File: src/rtl/pipeline_pkg.sv
// Shared pipeline definitions: FP scoreboard state encoding, multiply latency
// default, the hard-wired integer zero register and small compare helpers.
package pipeline_pkg;

    typedef enum logic [1:0] {
        SB_IDLE = 2'd0,
        SB_BUSY = 2'd1,
        SB_DONE = 2'd2
    } sb_state_t;

    localparam int         FPMUL_LAT_DEFAULT = 5;
    localparam logic [4:0] REG_ZERO          = 5'd0;
    localparam logic [15:0] STALL_CNT_MAX    = 16'hFFFF;

    // A source operand hits a destination only if the operand is actually read.
    function automatic logic src_hit(
        input logic       used,
        input logic [4:0] src,
        input logic [4:0] dst
    );
        return used & (src == dst);
    endfunction

    // Either of the two ID source operands hits the destination.
    function automatic logic any_src_hit(
        input logic       used1,
        input logic [4:0] src1,
        input logic       used2,
        input logic [4:0] src2,
        input logic [4:0] dst
    );
        return src_hit(used1, src1, dst) | src_hit(used2, src2, dst);
    endfunction

endpackage

File: src/rtl/fpu_scoreboard.sv
// Tracks the single in-flight FP multiply: IDLE/BUSY/DONE sequencing, the
// latency countdown and the destination register of the outstanding result.
module fpu_scoreboard
    import pipeline_pkg::*;
#(
    parameter int FPMUL_LAT = FPMUL_LAT_DEFAULT
) (
    input  logic       clk,
    input  logic       reset,
    input  logic       issue,
    input  logic [4:0] issue_rd,
    output logic       fpu_busy,
    output logic       fpu_done,
    output logic [4:0] fpu_rd
);

    // BUSY spans FPMUL_LAT-1 cycles, so the countdown starts two below latency.
    localparam logic [3:0] CNT_LOAD = 4'(FPMUL_LAT - 2);

    sb_state_t  state_r;
    logic [3:0] cnt_r;
    logic [4:0] rd_r;
    logic       busy_r;
    logic       done_r;

    // Scoreboard state machine with registered busy/done strobes.
    always_ff @(posedge clk or posedge reset) begin
        if (reset) begin
            state_r <= SB_IDLE;
            cnt_r   <= 4'd0;
            rd_r    <= REG_ZERO;
            busy_r  <= 1'b0;
            done_r  <= 1'b0;
        end else begin
            case (state_r)
                SB_IDLE: begin
                    if (issue) begin
                        state_r <= SB_BUSY;
                        cnt_r   <= CNT_LOAD;
                        rd_r    <= issue_rd;
                        busy_r  <= 1'b1;
                        done_r  <= 1'b0;
                    end else begin
                        state_r <= SB_IDLE;
                        busy_r  <= 1'b0;
                        done_r  <= 1'b0;
                    end
                end
                SB_BUSY: begin
                    if (cnt_r == 4'd0) begin
                        state_r <= SB_DONE;
                        busy_r  <= 1'b0;
                        done_r  <= 1'b1;
                    end else begin
                        state_r <= SB_BUSY;
                        cnt_r   <= cnt_r - 4'd1;
                        busy_r  <= 1'b1;
                        done_r  <= 1'b0;
                    end
                end
                SB_DONE: begin
                    if (issue) begin
                        state_r <= SB_BUSY;
                        cnt_r   <= CNT_LOAD;
                        rd_r    <= issue_rd;
                        busy_r  <= 1'b1;
                        done_r  <= 1'b0;
                    end else begin
                        state_r <= SB_IDLE;
                        busy_r  <= 1'b0;
                        done_r  <= 1'b0;
                    end
                end
                default: begin
                    state_r <= SB_IDLE;
                    cnt_r   <= 4'd0;
                    busy_r  <= 1'b0;
                    done_r  <= 1'b0;
                end
            endcase
        end
    end

    assign fpu_busy = busy_r;
    assign fpu_done = done_r;
    assign fpu_rd   = rd_r;

endmodule

File: src/rtl/hazard_unit.sv
// ID-stage hazard detection: load-use and FP-multiply RAW/WAW/structural
// stalls, branch flush, and a saturating stall-cycle counter.
module hazard_unit
    import pipeline_pkg::*;
#(
    parameter int FPMUL_LAT = FPMUL_LAT_DEFAULT
) (
    input  logic        clk,
    input  logic        reset,
    input  logic        id_valid,
    input  logic [4:0]  id_rs1,
    input  logic [4:0]  id_rs2,
    input  logic        id_rs1_used,
    input  logic        id_rs2_used,
    input  logic        id_fp_src,
    input  logic [4:0]  id_rd,
    input  logic        id_fp_dest,
    input  logic        id_fpmul,
    input  logic        ex_mem_read,
    input  logic        ex_reg_we,
    input  logic [4:0]  ex_rd,
    input  logic        ex_fp_dest,
    input  logic        branch_taken,
    output logic        pc_hold,
    output logic        ifid_hold,
    output logic        idex_bubble,
    output logic        ifid_flush,
    output logic        fpu_busy,
    output logic        fpu_done,
    output logic [4:0]  fpu_rd,
    output logic [15:0] stall_count
);

    logic        load_use_s;
    logic        fp_hazard_s;
    logic        stall_s;
    logic        flush_s;
    logic        issue_s;
    logic [15:0] stall_count_r;

    // Load-use: integer r0 is hard-wired so it never carries a dependency,
    // while FP f0 is an ordinary register.
    always_comb begin
        load_use_s = 1'b0;
        if (id_valid && ex_mem_read && ex_reg_we && (id_fp_src == ex_fp_dest)) begin
            load_use_s = any_src_hit(id_rs1_used, id_rs1, id_rs2_used, id_rs2, ex_rd)
                         & (ex_fp_dest | (ex_rd != REG_ZERO));
        end else begin
            load_use_s = 1'b0;
        end
    end

    // FP multiply hazards only apply while the result is still in flight;
    // in DONE the register file forwards the write to same-cycle readers.
    always_comb begin
        fp_hazard_s = 1'b0;
        if (id_valid && fpu_busy) begin
            fp_hazard_s = id_fpmul
                        | (id_fp_src & any_src_hit(id_rs1_used, id_rs1,
                                                   id_rs2_used, id_rs2, fpu_rd))
                        | (id_fp_dest & (id_rd == fpu_rd));
        end else begin
            fp_hazard_s = 1'b0;
        end
    end

    // Stall, flush and issue decisions, all forced quiet during reset.
    always_comb begin
        stall_s = 1'b0;
        flush_s = 1'b0;
        issue_s = 1'b0;
        if (reset) begin
            stall_s = 1'b0;
            flush_s = 1'b0;
            issue_s = 1'b0;
        end else begin
            stall_s = load_use_s | fp_hazard_s;
            flush_s = branch_taken & ~stall_s;
            issue_s = id_valid & id_fpmul & ~stall_s;
        end
    end

    fpu_scoreboard #(
        .FPMUL_LAT (FPMUL_LAT)
    ) u_fpu_scoreboard (
        .clk      (clk),
        .reset    (reset),
        .issue    (issue_s),
        .issue_rd (id_rd),
        .fpu_busy (fpu_busy),
        .fpu_done (fpu_done),
        .fpu_rd   (fpu_rd)
    );

    // Saturating stall-cycle counter.
    always_ff @(posedge clk or posedge reset) begin
        if (reset) begin
            stall_count_r <= 16'd0;
        end else if (stall_s && (stall_count_r != STALL_CNT_MAX)) begin
            stall_count_r <= stall_count_r + 16'd1;
        end else begin
            stall_count_r <= stall_count_r;
        end
    end

    assign pc_hold     = stall_s;
    assign ifid_hold   = stall_s;
    assign idex_bubble = stall_s;
    assign ifid_flush  = flush_s;
    assign stall_count = stall_count_r;

endmodule
File: config.mk
export PLATFORM = sky130hd
export DESIGN_NAME = hazard_unit
export DESIGN_NICKNAME = d
export VERILOG_FILES = /design/src/rtl/pipeline_pkg.sv /design/src/rtl/fpu_scoreboard.sv /design/src/rtl/hazard_unit.sv
export SDC_FILE = /design/constraint.sdc
export NUM_CORES = 1
export LEC_CHECK = 0
export CAP_MARGIN = 10
export CELL_PAD_IN_SITES_DETAIL_PLACEMENT = 1
export CELL_PAD_IN_SITES_GLOBAL_PLACEMENT = 1
export CORE_UTILIZATION = 34
export CTS_CLUSTER_SIZE = 12
export DETAILED_ROUTE_END_ITERATION = 7
export PLACE_DENSITY = 0.91
export SYNTH_ARGS = -nofsm -noshare
export SYNTH_HDL_FRONTEND = slang
export SYNTH_SLANG_ARGS = --single-unit
File: constraint.sdc
create_clock -name clk -period 4.41 [get_ports clk]
set_input_delay 1.323 -clock clk [delete_from_list [all_inputs] [get_ports clk]]
set_output_delay 1.323 -clock clk [all_outputs]
set_load 0.03 [all_outputs]
* Word-level counts from Yosys, hierarchy flattened
Cells that the tools add are included.
Operators by class: bitwise operators 17, div/mod/pow operators 0, mux-type cells 16, multipliers 0, reduce and logical (&&, ||, !) cells 11, eq/ne operators 11, magnitude comparators 0, add/subtract/negate cells 2, shift-type cells 0
Operators with widths (number):
- equality test 5 bit | 5
- adder 16 x 1 -> 16 bit (second input constant) | 1
- != test 16 bit (second input constant) | 1
- bitwise AND 1 bit | 10
- 2-to-1 mux 1 bit | 10
- 2-to-1 mux 4 bit | 2
- case mux 4 bit (2 select lines) | 1
- bitwise OR 1 bit | 6
- logical AND 1 bit | 5
- nonzero test 5 bit | 1
- zero test 4 bit | 1
- case mux 2 bit (2 select lines) | 1
- AND reduction 2 bit | 2
- subtractor 4 x 1 -> 4 bit (second input constant) | 1
- equality test 2 x 1 -> 1 bit (second input constant) | 1
- equality test 2 bit (second input constant) | 1
- zero test 2 bit | 1
- 2-to-1 mux 2 bit | 1
- != test 2 x 1 -> 1 bit (second input constant) | 1
- != test 2 bit (second input constant) | 1
- case mux 1 bit (2 select lines) | 1
- OR reduction 2 bit | 1
- equality test 1 bit | 1
- NOT 1 bit | 1
Storage, ports and cells: word-level logic and storage cells 63, bits in registers 29, input port bits 32, bits in writable memories 0, memory bits (read-only) 0, output and inout bits 27, memories 0, latch bits 0

* Logic depth before layout (Yosys ltp)
Gate-level depths: netlist of the first run.
word-level depth 13, depth in mapped cells 8, gate-level depth less buffers 8

* Hierarchy
A second synthesis of the first run with hierarchy kept.
Unflattened totals: cell total of the unflattened synthesis 164, area total of the unflattened synthesis 1804.2 µm²
By module, submodules not included:
- hazard_unit | sequential area each 400.4 µm², times used 1, area each 1281.2 µm², cells each 121
- fpu_scoreboard | sequential area each 300.3 µm², times used 1, area each 523.0 µm², cells each 43

* Worst setup path after synthesis of the first run
OpenSTA, ideal clock, no wires.
path kind input port to output port, from input id_rs1[4], to output ifid_hold, data required time 3087 ps, arrival time 3264 ps, buffers on the path 2, setup slack -177 ps, stages on the path 8, cells stage by stage xor2_1 > nor4_1 > a41oi_2 > a31oi_4 > buf_2 > nor2_1 > nor2_1 > buf_4
Between the ends: longest elaborated chain between the ends 9, elaborated cells between the ends (all ways) 14, classes of those cells eq/ne: 2; mux: 3; bitwise: 9
Ends and longest elaborated chain:
- from (decl) | line hazard_unit.sv:11 | input logic [4:0] id_rs1,
- equality test 5 bit | line pipeline_pkg.sv:21 | return used & (src == dst);
- bitwise AND 1 bit | line pipeline_pkg.sv:21
- bitwise OR 1 bit | line pipeline_pkg.sv:32 | return src_hit(used1, src1, dst) | src_hit(used2, src2, dst);
- bitwise AND 1 bit | line hazard_unit.sv:59 | | (id_fp_src & any_src_hit(id_rs1_used, id_rs1,
- bitwise OR 1 bit | line hazard_unit.sv:59
- bitwise OR 1 bit | line hazard_unit.sv:61 | | (id_fp_dest & (id_rd == fpu_rd));
- 2-to-1 mux 1 bit | line hazard_unit.sv:57 | if (id_valid && fpu_busy) begin
- bitwise OR 1 bit * | line hazard_unit.sv:77 | stall_s = load_use_s | fp_hazard_s;
- 2-to-1 mux 1 bit * | line hazard_unit.sv:72 | if (reset) begin
- to (decl) | line hazard_unit.sv:25 | output logic ifid_hold,
Every way passes the cells marked *; elsewhere a longest branch is shown, timed or not.

* Final worst setup path of the first run
from input ex_rd[3], to output ifid_flush
Between the ends: longest elaborated chain between the ends 9, elaborated cells between the ends (all ways) 13, classes of those cells eq/ne: 2; mux: 2; bitwise: 8; reduce/logical: 1
Ends and longest elaborated chain:
- from (decl) | line hazard_unit.sv:21 | input logic [4:0] ex_rd,
- equality test 5 bit | line pipeline_pkg.sv:21
- bitwise AND 1 bit | line pipeline_pkg.sv:21
- bitwise OR 1 bit | line pipeline_pkg.sv:32
- bitwise AND 1 bit * | line hazard_unit.sv:47 | & (ex_fp_dest | (ex_rd != REG_ZERO));
- 2-to-1 mux 1 bit * | line hazard_unit.sv:45 | if (id_valid && ex_mem_read && ex_reg_we && (id_fp_src == ex_fp_dest)) begin
- bitwise OR 1 bit * | line hazard_unit.sv:77
- NOT 1 bit * | line hazard_unit.sv:78 | flush_s = branch_taken & ~stall_s;
- bitwise AND 1 bit * | line hazard_unit.sv:78
- 2-to-1 mux 1 bit * | line hazard_unit.sv:72
- to (decl) | line hazard_unit.sv:27 | output logic ifid_flush,
Marks and branches as above.

==> key figures, run 1 <==
Yosys
  – Yosys cell types: 36
  – Avg Inst Size Synth: 10.6 um2
  – Mapped Cells: 165
  – Main synth FF type: dfrtp_1
  – Post-synth EDFFs: 0
  – Seq/Total Area, Yosys: 40.1%
  – Syn Nets: 199
  – #FFs+latches synth: 28
  – Post-Syn Area: 1750 um2
  – YS warnings: 0
  – Async set or reset register ratio after synthesis: 100%

STA
  – Final setup viols: 0
  – Max-slew violations: 0
  – Clk_skew: 6.61 ps
  – Period minus WS final: 4330 ps
  – Fin crit share: 98.1%
  – Setup TNS Final: 0 ps
  – Worst slew margin: 64.2%
  – Worst-Margin Slew: 532 ps
  – Final hold viol count: 0
  – F_max: 231 MHz

Power
  – Peak VDD IR: 0.220 mV
  – Tot Pwr: 1.03 mW
  – Clock network power share: 20.4%
  – PD cells: 395 nW/um2
  – Seq pwr share: 37.5%
  – Net Switching: 391 uW
  – Internal power: 641 uW
  – Gate power share: 42.1%
  – P_leak: 1.16 nW
  – Switching Share: 37.9%

Cells and area
  – Fraction of layout cells with a size suffix above 1: 19.5%
  – Final nets: 276
  – Synthesis-to-finish area growth: 49.6%
  – Fillers: 558
  – N_diodes: 0
  – Post-Route Utilization: 54.2%

Global route
  – First-pass GRT wire length: 8480 um
  – Initial antenna violation count: 0
  – Total grt overflow: 0
  – Global Route Usage Sum: 20.8%
  – Vias in the first global route: 1660
  – Largest net degree at the start of global routing: 31

CTS
  – Worst skew pair latency: 290 ps
  – CTS tree: done
  – H-Tree Depth: 1
  – Clock root cell: clkbuf_8
  – CTS Buf Count: 3
  – Clk buf depth: 2
  – Clk sinks: 28
  – CTS Hold Buffers Added: 0
  – Clock-pin slew on the worst setup and hold paths: 100 ps

Critical path
  – Worst EP required: 3090 ps
  – Crit-path cells: dlygate4sd2_1 > xor2_1 > nor4_2 > nand3_1 > a211oi_4 > nor2_2 > and3_1 > buf_4
  – Worst Path Max Fanout: 3
  – WP buf/inv: 2
  – Delay-heaviest family, CP: simple AND/OR/NAND/NOR gates
  – Critical Path Max Stage Delay: 300 ps
  – Setup CP Type: in2out
  – CP max-delay cell: nor4_2
  – Crit. End Element: output pin
  – Type of origin of the critical path: input port
  – Data arrival time of the critical path: 3000 ps

Routing
  – DR vias: 1581
  – Residual DRC: 0
  – Final WL: 5370 um
  – DRT Pass-1 Iters: 4
  – Via/cell ratio: 5.13
  – Drt first-iter violations: 100
  – ANT nets after route: 0
  – Drt wl/cell: 17.4 um

Run
  – Max-Cap Viols: 0

Floorplan
  – CORE AREA: 4820 um2
  – Die Wd: 73.7 um
  – Full die area: 5430 um2
  – FP Rows: 25
  – IO Pins: 59
  – Die height: 73.7 um
  – Starting Density: 36.3%

Place
  – RePlAce Congestion: 0.766
  – # port buffers: 58
  – Detailed placement HPWL: 4050 um

Hold path
  – HP Class: reg2reg

Outcome
  – Status: finished clean
[area by class of cell]
cell class | count | area [um2] | area share (%)
clock inverters | 1 | 30.0 | 1.15
well taps | 67 | 83.8 | 3.21
inverters | 5 | 18.8 | 0.718
multi-input cells | 125 | 1010 | 38.6
flip-flops and latches | 28 | 701 | 26.8
repair buffers | 79 | 729 | 27.9
clock buffers | 3 | 41.3 | 1.58
[worst paths after layout]
check | slack, ps | to | from | cells past startpoint
max in group asynchronous | 2570 | u_fpu_scoreboard.fpu_rd[3]$_DFFE_PP0P_ | reset | 3
setup reg to reg | 1630 | u_fpu_scoreboard.fpu_rd[1]$_DFFE_PP0P_ | u_fpu_scoreboard.fpu_rd[3]$_DFFE_PP0P_ | 10
hold reg to reg | 510 | stall_count[11]$_DFFE_PP0P_ | stall_count[11]$_DFFE_PP0P_ | 1
hold / removal | 510 | stall_count[11]$_DFFE_PP0P_ | stall_count[11]$_DFFE_PP0P_ | 1
min in group asynchronous | 1550 | stall_count[12]$_DFFE_PP0P_ | reset | 3
setup / recovery | 80 | ifid_flush | ex_rd[3] | 8
[power by group through the flow]
stage / Clock, mW / Sequential, mW / Combinational [mW]
after floorplan: 0 / 0.441 / 0.195
after global routing: 0.223 / 0.394 / 0.472
final: 0.210 / 0.387 / 0.435
after global placement: 0 / 0.384 / 0.411
after detailed placement: 0 / 0.390 / 0.430
after CTS: 0.213 / 0.386 / 0.435
[per-stage QoR]
stage | worst slack, ps | instances | hold WS (ps) | area (um2)
3_5_place_dp | -635 | 301 | 496 | 2490
3_3_place_gp | -569 | 301 | 491 | 2490
4_1_cts | 35.5 | 306 | 510 | 2580
6_report | 84.9 | 308 | 511 | 2610
2_1_floorplan | 10.6 | 165 | 509 | 1750
5_1_grt | -24.9 | 308 | 537 | 2610
[kinds of logic after synthesis]
logic type      after synthesis  share of synthesized area [%]
mux                           7                           5.52
compound gates               28                           13.6
flops                        28                           40.1
buf+inv                      12                           3.80
xor+xnor                     39                           19.6
simple gates                 49                           16.0
fa+ha+maj                     2                           1.43
[worst reg2reg max path, stage by stage (launching register included)]
cell	delay [ps]
dfrtp_1	500
xor2_1	210
nor4_2	70
buf_4	130
a41oi_2	210
a31oi_4	120
buf_4	150
buf_4	120
buf_4	180
or3_1	590
mux2_4	390
[cells in the mapped netlist, drive strengths merged (3+ instances only)]
cell type  instances  area share, %
nand3              5            1.4
xor2              20             10
o211ai             9            3.9
dfrtp             28             40
and3              11            3.9
nor2              11            2.4
mux2               6            4.9
xnor2             19            9.5
and4               4            2.0
o2111ai            5            2.5
inv                5            1.1
a31oi              4            2.3
a21oi              3           0.86
nand2b             3            1.1
buf                6            2.5
nor4               5            1.8
[cell usage in the layout, fill, tap and decap left out, types with 5 or more instances in the layout]
master	n
clkdlybuf4s50_1	37
dfrtp_1	28
buf_4	22
xor2_1	20
xnor2_1	19
dlygate4sd2_1	13
and3_1	11
nor2_1	9
o211ai_1	9
nand3_1	5
o2111ai_1	5
inv_1	5
mux2_4	5
[flip-flops by register name, summed over array words and instances (netlist names)]
name,flops
u_fpu_scoreboard.cnt_r,4
stall_count,16
u_fpu_scoreboard.fpu_rd,5
u_fpu_scoreboard.state_r,2
u_fpu_scoreboard.fpu_done,1
[layer usage]
layer	GRT usage, %	up-vias	part of all wire, %
met3	1.65	6	2.6
met5	0	-	0
met4	9.40	0	1.9
met1	26.7	790	44
met2	35.7	35	51
li1	-	750	-
[timing repair]
item	in CTS	in global routing
pin swaps	13	7
gates resized for setup	30	5
buffers inserted	2	2
endpoints found under the setup margin	4	4
(Power assumes the default switching activity.)
==> inputs of run 2 (changes only) <==
--- a/config.mk
+++ b/config.mk
@@ -8,10 +8,10 @@
 export CAP_MARGIN = 10
 export CELL_PAD_IN_SITES_DETAIL_PLACEMENT = 1
 export CELL_PAD_IN_SITES_GLOBAL_PLACEMENT = 1
-export CORE_UTILIZATION = 34
+export CORE_UTILIZATION = 37
 export CTS_CLUSTER_SIZE = 12
 export DETAILED_ROUTE_END_ITERATION = 7
-export PLACE_DENSITY = 0.91
+export PLACE_DENSITY = 0.95
 export SYNTH_ARGS = -nofsm -noshare
 export SYNTH_HDL_FRONTEND = slang
 export SYNTH_SLANG_ARGS = --single-unit
==> constraint.sdc (replaced) <==
create_clock -name clk -period 5.07 [get_ports clk]
set_input_delay 1.521 -clock clk [delete_from_list [all_inputs] [get_ports clk]]
set_output_delay 1.521 -clock clk [all_outputs]
set_load 0.03 [all_outputs]
==> run 2 against run 1 <==
The run now ends with design-rule violations left. Die area is 7.9% lower. Count of clock-buffer cells in the layout stayed put. Critical path type unchanged. Non-clock buffer count is 9 lower. Clock power is 14% lower.
==> key figures, run 2 (same netlist as run 1, synthesis figures left out) <==
Outcome
  – Status: finished with violations
  – Failing checks: design-rule violations

Global route
  – Total grt overflow: 0
  – First-pass GRT wire length: 8540 um
  – Largest net degree at the start of global routing: 31
  – Vias in the first global route: 1711
  – Global Route Usage Sum: 21.4%
  – Initial antenna violation count: 0

Routing
  – DR vias: 1562
  – Via/cell ratio: 5.50
  – Drt first-iter violations: 73
  – Residual DRC: 12
  – Drt wl/cell: 18.4 um
  – DRT Pass-1 Iters: 6
  – ANT nets after route: 0
  – Final WL: 5240 um

Cells and area
  – Post-Route Utilization: 56.6%
  – Max reg flops: 16
  – N_diodes: 0
  – Most frequent cells in the layout: clkdlybuf4s50_1, dfrtp_1, xor2_1, xnor2_1, buf_4
  – Final nets: 267
  – Most common cell after layout, fill and taps aside: clkdlybuf4s50_1
  – Fraction of layout cells with a size suffix above 1: 15.1%
  – Area occupied by multi-input gates: 1000 um2
  – Fillers: 497
  – Synthesis-to-finish area growth: 44.1%
  – Non-filler instance count after layout: 284
  – Seq. cell area: 701 um2

STA
  – Max-slew violations: 0
  – F_max: 202 MHz
  – RSZ-0062 raised after global routing: no
  – Worst-Margin Slew: 510 ps
  – Final hold viol count: 0
  – Worst slew margin: 65.6%
  – Period minus WS final: 4950 ps
  – Clk_skew: 11.4 ps
  – Final setup viols: 0
  – Fin crit share: 97.7%

Floorplan
  – FP Rows: 24
  – CORE AREA: 4440 um2
  – Full die area: 5000 um2
  – Die Wd: 70.7 um
  – Die height: 70.7 um
  – IO Pins: 59
  – Starting Density: 39.3%

CTS
  – Clock-pin slew on the worst setup and hold paths: 110 ps
  – Clk sinks: 28
  – Post-CTS Repair Setup Buffers: 0
  – CTS Buf Count: 3
  – CTS Hold Buffers Added: 0
  – CTS tree: done
  – H-Tree Depth: 1
  – Clock root cell: clkbuf_8
  – Worst skew pair latency: 280 ps
  – Clk buf depth: 2

Critical path
  – Critical R2R Launch: u_fpu_scoreboard.fpu_rd[4]$_DFFE_PP0P_
  – Setup crit start: ex_rd[3]
  – Crit. End Element: output pin
  – Setup CP Type: in2out
  – Type of origin of the critical path: input port
  – Worst Path Max Fanout: 3
  – Worst EP required: 3550 ps
  – Data arrival time of the critical path: 3430 ps
  – Worst R2R Path Depth: 8

Power
  – Net Switching: 338 uW
  – Clock network power share: 20.3%
  – Switching Share: 37.8%
  – Internal power: 555 uW
  – Seq pwr share: 37.7%
  – Peak VDD IR: 0.175 mV
  – Gate power share: 42.1%
  – PD cells: 355 nW/um2
  – P_leak: 1.08 nW
  – Tot Pwr: 893 uW

Place
  – # port buffers: 58
  – # placed instances: 280
  – RePlAce Congestion: 0.808
  – Detailed placement HPWL: 3890 um

Hold path
  – Worst hold path cell count: 1
  – Hold path start: stall_count[11]$_DFFE_PP0P_
  – HP Class: reg2reg

Run
  – Max-Cap Viols: 0
==> run 2: cell count changes in the layout (fill, tap and decap cells not counted), sizes merged <==
cell,change
clkdlybuf4s15,-2
dlymetal6s2s,-2
clkdlybuf4s50,+17
buf,-9
dlygate4sd2,-13
==> run 2: power groups by stage <==
stage / Combinational [mW] / Sequential (mW) / Clock (mW)
finish: 0.376 / 0.336 / 0.181
global route: 0.405 / 0.344 / 0.192
CTS: 0.376 / 0.336 / 0.183
detailed placement: 0.371 / 0.339 / 0
global placement: 0.354 / 0.334 / 0
floorplan: 0.169 / 0.384 / 0
==> run 2: repair_timing <==
action | CTS | global route
gates resized for setup | 9 | 1
pin swaps | 3 | 3
endpoints found under the setup margin | 4 | 3
==> run 2: worst paths after layout <==
| check | end | slack (ps) |
|---|---|---|
| max reg2reg | u_fpu_scoreboard.fpu_rd[1]$_DFFE_PP0P_ | 2490 |
| min | stall_count[11]$_DFFE_PP0P_ | 510 |
| min in group asynchronous | stall_count[12]$_DFFE_PP0P_ | 1760 |
| max in group asynchronous | u_fpu_scoreboard.cnt_r[3]$_DFFE_PP0P_ | 3000 |
| min reg2reg | stall_count[11]$_DFFE_PP0P_ | 510 |
| max | pc_hold | 120 |
==> run 2: cell type report <==
cell class / instances / area share [%]
multi-input combinational: 125 / 39.7
sequential: 28 / 27.8
timing repair buffer: 70 / 26.3
tap: 52 / 2.58
clock buffer: 3 / 1.64
clock inverter: 1 / 1.19
inverter: 5 / 0.746
==> run 2: per-stage QoR <==
step                      hold slack (ps)  setup slack (ps)  cell area [um2]  TNS, ps
after floorplan                       509              86.8             1750        0
after global placement                483              -266             2430     -266
after detailed placement              500              -368             2430     -636
after CTS                             515              1.73             2510        0
after global routing                  532              6.50             2520        0
final                                 514               115             2520        0
==> run 2: critical path, cell delays in order <==
cell	delay, ps
clkdlybuf4s50_1	460
xor2_1	200
nor4_2	340
nand3_1	170
a211oi_4	240
nor2_1	90
buf_4	140
nor2_4	100
buf_4	170
==> run 2: per-layer routing <==
layer | wire length (um) | global-route usage, % | part of all wire, %
met5 | 0 | 0 | 0
met3 | 163 | 2.28 | 3.1
met4 | 55 | 4.67 | 1.0
met2 | 2730 | 38.9 | 52
met1 | 2300 | 27.4 | 44
==> inputs of run 3 (changes only) <==
--- a/config.mk
+++ b/config.mk
@@ -11,6 +11,7 @@
 export CORE_UTILIZATION = 37
 export CTS_CLUSTER_SIZE = 12
 export DETAILED_ROUTE_END_ITERATION = 7
+export GPL_ROUTABILITY_DRIVEN = 1
 export PLACE_DENSITY = 0.95
 export SYNTH_ARGS = -nofsm -noshare
 export SYNTH_HDL_FRONTEND = slang
==> results of run 3 <==
No change in the layout: final DEF, timing and power equal those of run 2.
